## src/rtl/hamming_match_scanner_if.sv

```systemverilog
// hamming_match_scanner_if: start/key/thr command, valid/ready word stream and result bundle; master drives, slave is the scanner
interface hamming_match_scanner_if;
  logic       start;
  logic [3:0] key;
  logic [2:0] thr;
  logic       in_valid;
  logic [3:0] in_data;
  logic       in_ready;
  logic       busy;
  logic       done;
  logic [2:0] best_score;
  logic [3:0] best_idx;
  logic [4:0] hit_count;
  modport master (
    output start, key, thr, in_valid, in_data,
    input  in_ready, busy, done, best_score, best_idx, hit_count
  );
  modport slave (
    input  start, key, thr, in_valid, in_data,
    output in_ready, busy, done, best_score, best_idx, hit_count
  );
endinterface

```

## src/rtl/hamming_match_scanner.sv

```systemverilog
// hamming_match_scanner: scans N_WORDS words for best bitwise similarity to a key and counts threshold hits; ports clk, rst, bus (slave)
module hamming_match_scanner #(
  parameter int N_WORDS = 8
) (
  input logic                    clk,
  input logic                    rst,
  hamming_match_scanner_if.slave bus
);
  typedef enum logic [1:0] {IDLE, SCAN, DONE} state_e;
  state_e     state_q, state_d;
  logic [3:0] key_q, key_d;
  logic [2:0] thr_q, thr_d;
  logic [3:0] cnt_q, cnt_d;
  logic [2:0] best_score_q, best_score_d;
  logic [3:0] best_idx_q, best_idx_d;
  logic [4:0] hit_count_q, hit_count_d;
  logic [3:0] eq;
  logic [2:0] score;
  assign eq    = ~(key_q ^ bus.in_data);
  assign score = 3'(eq[0]) + 3'(eq[1]) + 3'(eq[2]) + 3'(eq[3]);
  always_comb begin
    state_d      = state_q;
    key_d        = key_q;
    thr_d        = thr_q;
    cnt_d        = cnt_q;
    best_score_d = best_score_q;
    best_idx_d   = best_idx_q;
    hit_count_d  = hit_count_q;
    case (state_q)
      IDLE: if (bus.start) begin
        state_d      = SCAN;
        key_d        = bus.key;
        thr_d        = bus.thr;
        cnt_d        = '0;
        best_score_d = '0;
        best_idx_d   = '0;
        hit_count_d  = '0;
      end
      SCAN: if (bus.in_valid) begin
        cnt_d = cnt_q + 4'd1;
        if (cnt_q == 4'd0 || score > best_score_q) begin
          best_score_d = score;
          best_idx_d   = cnt_q;
        end
        if (score >= thr_q) hit_count_d = hit_count_q + 5'd1;
        if (cnt_q == 4'(N_WORDS - 1)) state_d = DONE;
      end
      default: state_d = IDLE;
    endcase
  end
  always_ff @(posedge clk) begin
    if (rst) begin
      state_q      <= IDLE;
      key_q        <= '0;
      thr_q        <= '0;
      cnt_q        <= '0;
      best_score_q <= '0;
      best_idx_q   <= '0;
      hit_count_q  <= '0;
    end else begin
      state_q      <= state_d;
      key_q        <= key_d;
      thr_q        <= thr_d;
      cnt_q        <= cnt_d;
      best_score_q <= best_score_d;
      best_idx_q   <= best_idx_d;
      hit_count_q  <= hit_count_d;
    end
  end
  assign bus.in_ready   = state_q == SCAN;
  assign bus.busy       = state_q != IDLE;
  assign bus.done       = state_q == DONE;
  assign bus.best_score = best_score_q;
  assign bus.best_idx   = best_idx_q;
  assign bus.hit_count  = hit_count_q;
endmodule

```

## src/flat_wrapper.sv

```systemverilog
// flat-port wrapper written by rule: the top's interface ports become plain ports
module hamming_match_scanner_flat 
#(
  parameter int N_WORDS = 8
)
  (clk, rst, bus_start, bus_key, bus_thr, bus_in_valid, bus_in_data, bus_in_ready, bus_busy, bus_done, bus_best_score, bus_best_idx, bus_hit_count);
  hamming_match_scanner_if bus_i ();
  input logic clk;
  input logic rst;
  input wire logic [$bits(bus_i.start)-1:0] bus_start;
  input wire logic [$bits(bus_i.key)-1:0] bus_key;
  input wire logic [$bits(bus_i.thr)-1:0] bus_thr;
  input wire logic [$bits(bus_i.in_valid)-1:0] bus_in_valid;
  input wire logic [$bits(bus_i.in_data)-1:0] bus_in_data;
  output wire logic [$bits(bus_i.in_ready)-1:0] bus_in_ready;
  output wire logic [$bits(bus_i.busy)-1:0] bus_busy;
  output wire logic [$bits(bus_i.done)-1:0] bus_done;
  output wire logic [$bits(bus_i.best_score)-1:0] bus_best_score;
  output wire logic [$bits(bus_i.best_idx)-1:0] bus_best_idx;
  output wire logic [$bits(bus_i.hit_count)-1:0] bus_hit_count;
  assign bus_i.start = bus_start;
  assign bus_i.key = bus_key;
  assign bus_i.thr = bus_thr;
  assign bus_i.in_valid = bus_in_valid;
  assign bus_i.in_data = bus_in_data;
  assign bus_in_ready = bus_i.in_ready;
  assign bus_busy = bus_i.busy;
  assign bus_done = bus_i.done;
  assign bus_best_score = bus_i.best_score;
  assign bus_best_idx = bus_i.best_idx;
  assign bus_hit_count = bus_i.hit_count;
  hamming_match_scanner #(.N_WORDS(N_WORDS)) u_core (.clk(clk), .rst(rst), .bus(bus_i));
endmodule
```

## config.mk

```make
export PLATFORM = sky130hd
export DESIGN_NAME = hamming_match_scanner_flat
export DESIGN_NICKNAME = d
export VERILOG_FILES = /design/src/rtl/hamming_match_scanner_if.sv /design/src/rtl/hamming_match_scanner.sv /design/src/flat_wrapper.sv
export SDC_FILE = /design/constraint.sdc
export NUM_CORES = 1
export LEC_CHECK = 0
export BUFFER_PORTS_ARGS = -buffer_cell sky130_fd_sc_hd__buf_4
export CAP_MARGIN = 5
export CORE_UTILIZATION = 55
export CTS_BUF_LIST = sky130_fd_sc_hd__clkbuf_2 sky130_fd_sc_hd__clkbuf_4 sky130_fd_sc_hd__clkbuf_8
export DETAILED_ROUTE_END_ITERATION = 12
export PLACE_DENSITY_LB_ADDON = 0.1
export SLEW_MARGIN = 10
export SYNTH_ARGS = -nofsm -noshare
export SYNTH_HDL_FRONTEND = slang
export SYNTH_SLANG_ARGS = --single-unit
```

## constraint.sdc

```tcl
create_clock -name clk -period 3.31 [get_ports clk]
set_input_delay 0 -clock clk [delete_from_list [all_inputs] [get_ports clk]]
set_output_delay 0 -clock clk [all_outputs]
set_load 0.02 [all_outputs]
```

* Word-level counts from Yosys, hierarchy flattened *
Cells that the tools add are included.

cells by class
  reduce and logical (&&, ||, !) cells = 10
  bitwise gates (word level) = 2
  multipliers = 0
  multiplexer cells = 18
  shift operators = 0
  equality and inequality tests = 8
  add/sub/neg operators = 5
  div/mod/pow operators = 0
  $lt $le $gt $ge = 2

operators by type and width
  operator                                                                  count
  4-bit 2-to-1 mux                                                          4
  4-bit one-hot mux with 2 select lines                                     2
  5-bit 2-to-1 mux                                                          3
  5-bit one-hot mux with 2 select lines                                     1
  3-bit 2-to-1 mux                                                          3
  4-bit AND reduction                                                       2
  3-bit by 1-bit adder with 3-bit output                                    2
  2-bit 2-to-1 mux                                                          3
  2-bit by 1-bit inequality test with 1-bit output (second input constant)  3
  3-bit one-hot mux with 2 select lines                                     1
  3-bit AND reduction                                                       2
  5-bit by 1-bit adder with 5-bit output (second input constant)            1
  4-bit by 1-bit adder with 4-bit output (second input constant)            1
  4-bit by 3-bit equality test with 1-bit output (second input constant)    1
  4-bit zero test                                                           1
  2-bit inequality test (second input constant)                             2
  4-bit inverter                                                            1
  2-bit one-hot mux with 2 select lines                                     1
  2-bit nonzero test                                                        2
  4-bit bitwise XOR                                                         1
  3-bit greater-or-equal comparator                                         1
  3-bit greater-than comparator                                             1
  1-bit by 1-bit adder with 2-bit output                                    1
  2-bit by 1-bit equality test with 1-bit output (second input constant)    1
  other kinds (4)                                                           4

word-level totals
  output and inout port bits = 15
  flip-flop bits (word level) = 25
  memories kept = 0
  bits in read-only memories = 0
  input port bits = 15
  bits in latches = 0
  RAM bits = 0
  word-level logic and storage cells = 52

* Logic depth before layout (Yosys ltp) *
  depth after elaboration = 10
  depth in mapped cells = 14
  mapped depth without buffers = 13

* Worst setup path after synthesis *
OpenSTA, ideal clock, no wires.

  kind = register to register
  from = register u_core.key_q[0]
  to = register u_core.hit_count_q[3], in the netlist u_core.bus.hit_count[3]
  setup time = 0.070 ns
  period minus slack after synthesis = 2.688 ns
  data arrival time = 2.618 ns
  setup slack = 0.622 ns
  buffers on the path = 0
  data required time = 3.240 ns
  stages on the path, launching flop included = 13
  cells stage by stage = dfxtp_1 xnor2_1 ha_1 inv_1 fa_1 inv_1 ha_1 ha_1 a21oi_1 a21oi_2 o31ai_4 or4_1 a21oi_1

between the ends
  cells in the longest elaborated chain, start to end = 8

ends and longest elaborated chain
  what                                                               line                         text
  start: declaration                                                 hamming_match_scanner.sv:11  logic [3:0] key_q, key_d;
  start signal: assignment                                           hamming_match_scanner.sv:62  key_q <= key_d;
  4-bit bitwise XOR                                                  hamming_match_scanner.sv:19  assign eq = ~(key_q ^ bus.in_data);
  4-bit inverter                                                     hamming_match_scanner.sv:19
  1-bit by 1-bit adder with 2-bit output                             hamming_match_scanner.sv:20  assign score = 3'(eq[0]) + 3'(eq[1]) + 3'(eq[2]) + 3'(eq[3]);
  3-bit by 1-bit adder with 3-bit output (2 in a row)                hamming_match_scanner.sv:20
  3-bit greater-or-equal comparator                                  hamming_match_scanner.sv:45  if (score >= thr_q) hit_count_d = hit_count_q + 5'd1;
  2-bit by 1-bit inequality test with 1-bit output (no source line)  n/a
  4-bit AND reduction (no source line)                               n/a
  end signal: assignment                                             hamming_match_scanner.sv:67  hit_count_q <= hit_count_d;
  end: declaration                                                   hamming_match_scanner.sv:16  logic [4:0] hit_count_q, hit_count_d;

Every way passes these cells.
A chain may end at the register's enable or synchronous reset.

* Worst setup path after layout *
  from = register u_core.key_q[0]
  to = register u_core.best_score_q[1], in the netlist u_core.bus.best_score[1]

between the ends
  cells in the longest elaborated chain, start to end = 9
  elaborated cells on any way between the ends = 12
  those cells by class = add/sub: 3; order compare: 1; eq/ne: 1; mux: 3; bitwise: 2; reduce/logical: 2

ends and longest elaborated chain
  what                                                               line                         text
  4-bit bitwise XOR *                                                hamming_match_scanner.sv:19
  4-bit inverter *                                                   hamming_match_scanner.sv:19
  1-bit by 1-bit adder with 2-bit output *                           hamming_match_scanner.sv:20
  3-bit by 1-bit adder with 3-bit output * (2 in a row)              hamming_match_scanner.sv:20
  3-bit greater-than comparator                                      hamming_match_scanner.sv:41  if (cnt_q == 4'd0 || score > best_score_q) begin
  1-bit logical OR                                                   hamming_match_scanner.sv:41
  2-bit by 1-bit inequality test with 1-bit output (no source line)  n/a
  4-bit AND reduction (no source line)                               n/a
  end signal: assignment                                             hamming_match_scanner.sv:65  best_score_q <= best_score_d;
  end: declaration                                                   hamming_match_scanner.sv:14  logic [2:0] best_score_q, best_score_d;

Mark *: on every way between the ends. The rest lies on a longest branch, timed or not. The select of a mux whose other input is x is not followed.

==> results.yml <==
outcome:
  status: "completed"
sta:
  fin_crit_sh: 0.893
  max_slew_margin: 0.636
  worst_pin_slew_ps: 544
  hold_slack_ps: 190
  final_hold_viol_count: 0
  finalSetupViolCount: 0
  finalSetupTns_ps: 0
  rsz0062_at_grt: "no"
  timing.final.crit_period_ps: 2960
  finClkSkew_ps: 1.65
  fmax_mhz: 338
  drv_slew: 0
synth:
  netlist_top_cells_area: "dfxtp_1 38%, ha_1 9.6%, a21oi_1 7.7%"
  synth_top_family_by_area: "simple AND/OR/NAND/NOR gates"
  synth_cell_types: 34
  synth_top_area_frac: 0.385
  synth-edff-count: 0
  async_flop_share: 0
  syn-cell-area_mm2: 0.00130
  syn_nets: 181
  synthSimpleGateAreaFrac: 0.243
  synthTopCellsByCount: "25 x dfxtp_1, 22 x nand2_1, 20 x a21oi_1"
  syn-instance-count: 155
  ys_seq_area_frac: 0.385
  avgSynthCellArea_um2: 8.40
  post_synth_fa_ha_maj_area_fraction: 0.112
  synth-seq-cells: 25
  ys.flop_type: "dfxtp_1"
  yosysWarnings: 0
  synth_compound_area_frac: 0.146
  synth_most_common_cell: "dfxtp_1"
  synth.mux.area_fraction: 0.0154
  synth_top_cell_by_area: "dfxtp_1"
  synthXorXnorAreaFrac: 0.0538
worst_setup_path:
  r2r_start: "u_core.key_q[0]"
  required_ps: 3550
  reg2reg_setup_slack_ps: 350
  crit_fanout: 13
  crit_arrival_ps: 3190
  timing.rr.end: "u_core.bus.best_score[1]"
  start_kind: "flip-flop"
  endpoint_kind: "flip-flop"
  rr_worst_depth: 13
  crit_type: "flip-flop to flip-flop"
place:
  dpl.hpwl_mm: 1.93
  io_buffers: 29
  place.gp.congestion: 0.833
routing:
  drt_pass1_iterations: 4
  drc: 0
  drt_wl_total_mm: 2.99
  vias_per_cell: 5.37
  wl_per_cell_um: 13.2
  ant_nets: 0
  drt_first_iter_violations: 25
  vias: 1218
global_routing:
  antenna_found_initial: 0
  grt_max_degree: 22
  grt_pass1_vias: 1205
  grt_first_pass_wirelength_mm: 4.95
  grt-ovfl-total: 0
  grt.total_usage: 0.262
layout:
  seq_area_um2: 500
  antenna_cells: 0
  area_growth_pct: 32.2
  final_util: 0.778
  fill_cells: 181
  layout.nets: 226
  multi_input_area_um2: 742
  drive_gt1_frac: 0.201
min_path:
  min_to: "u_core.state_q[0]"
  hold-path-cell-count: 3
  min_from: "bus_start"
  min_path_type: "primary input to flip-flop"
clock_network:
  cts.path.max_buffers: 2
  cts_resized: 0
  root_buffer: "clkbuf_4"
  htreeDepth: 1
  cts_buffers: 3
  cts_tree: "yes"
  clkTransAtPathRegs_ps: 140
  cts.sinks: 25
  clk_latency_ps: 330
power_and_ir_drop:
  p_int_mw: 0.446
  p_sw_frac: 0.323
  p_per_area_mw_per_mm2: 383
  power_switching_mw: 0.213
  clkPwrFrac: 0.220
  p_comb_frac: 0.293
  ir_drop_uv: 305
  leakage_nw: 0.736
  seqPwrFrac: 0.487
die:
  die_w_um: 50.6
  start_util: 0.588
  die_h_um: 50.6
  rows: 17
  io_pins: 30
  die_area_mm2: 0.00256
  core_area_mm2: 0.00221
job:
  drv_cap: 0
area by class of cell:
cell class,instances,share of cell area
Timing Repair Buffer,45,0.220
Clock buffer,3,0.0131
Inverter,10,0.0218
Tap cell,28,0.0204
Multi-Input combinational cell,115,0.431
Clock inverter,1,0.00291
Sequential cell,25,0.291
worst max-delay path by stage:
| stage | start | to | slack [ps] | depth (start not counted) |
|---|---|---|---|---|
| 4_1_cts | u_core.key_q[0] | u_core.bus.best_score[1] | 350 | 13 |
| 6_report | u_core.key_q[0] | u_core.bus.best_score[1] | 350 | 13 |
| 3_3_place_gp | u_core.key_q[0] | u_core.bus.best_score[0] | 470 | 12 |
| 5_1_grt | u_core.key_q[1] | u_core.bus.best_score[1] | 70 | 13 |
| 2_1_floorplan | u_core.key_q[0] | u_core.bus.hit_count[3] | 620 | 12 |
| 3_5_place_dp | u_core.key_q[0] | u_core.bus.best_score[1] | 390 | 13 |
repair_timing:
action / 4_1_cts / 5_1_grt
hold endpoints to repair: 19 / 0
hold buffers: 16 / 0
setup endpoints to repair: 0 / 0
buffers inserted: 0 / 0
logic make-up after synthesis:
group           Yosys count
mux                       2
fa+ha+maj                11
buf+inv                  15
compound gates           30
simple gates             64
flops                    25
xor+xnor                  8
through the flow:
stage	instance area, um2	setup WS (ps)	std cells	total power, mW
2_1_floorplan	1300	622	155	0.451
3_3_place_gp	1530	475	207	0.492
3_5_place_dp	1530	387	207	0.499
4_1_cts	1720	352	227	0.657
5_1_grt	1720	73.2	227	0.700
6_report	1720	353	227	0.659
flip-flops by register name, summed over array words and instances, names as in the netlist:
register,cells
u_core.state_q,2
u_core.key_q,4
u_core.thr_q,3
u_core.bus.best_idx,4
u_core.bus.best_score,3
u_core.cnt_q,4
u_core.bus.hit_count,5
metal layers:
metal	up-vias	GRT usage	part of all wire
li1	611	-	-
met4	0	0.181	0.043
met5	-	0	0
met3	14	0.0455	0.037
met2	33	0.467	0.50
met1	560	0.276	0.42
power groups by stage:
stage | sequential (mW) | clock [mW] | combinational, mW
after floorplan | 0.330 | 0 | 0.121
after global placement | 0.327 | 0 | 0.165
after detailed placement | 0.327 | 0 | 0.171
after CTS | 0.321 | 0.143 | 0.193
after global routing | 0.323 | 0.157 | 0.220
final | 0.321 | 0.145 | 0.193
critical path: stages (launching register included):
cell	delay [ps]
dfxtp_1	350
xnor2_1	130
ha_1	280
inv_1	50
fa_1	380
inv_1	80
ha_1	270
ha_1	310
nor2b_1	130
o211ai_1	100
a31oi_2	500
nor2_1	90
a31oi_1	150
nor2_1	50
cells in the final DEF (no fill, tap or decap):
master / netlist / final
o211ai_1: 1 / 1
nand2b_1: 8 / 8
inv_2: 1 / 1
nand4_1: 1 / 1
nor2_2: 1 / 1
dfxtp_1: 25 / 25
nor2b_1: 3 / 3
and2b_2: 1 / 1
or4_1: 2 / 2
nand3_1: 7 / 7
clkbuf_4: 0 / 3
or2_1: 2 / 2
or3_2: 1 / 1
inv_1: 9 / 9
nor3_1: 2 / 2
mux2i_1: 2 / 2
nand4b_1: 1 / 1
a21oi_1: 20 / 20
ha_1: 10 / 10
nand3b_1: 1 / 1
o21ai_0: 2 / 2
nor2_1: 11 / 11
buf_4: 0 / 29
o31ai_4: 1 / 1
dlygate4sd3_1: 0 / 16
o31ai_1: 2 / 2
xor2_1: 5 / 5
nand2_1: 22 / 22
o41ai_1: 1 / 1
xnor2_1: 3 / 3
and2_1: 1 / 1
clkinv_2: 0 / 1
a21oi_2: 1 / 1
fa_1: 1 / 1
a31oi_2: 1 / 1
a31oi_1: 1 / 1
Power figures use the tool's default switching activity.
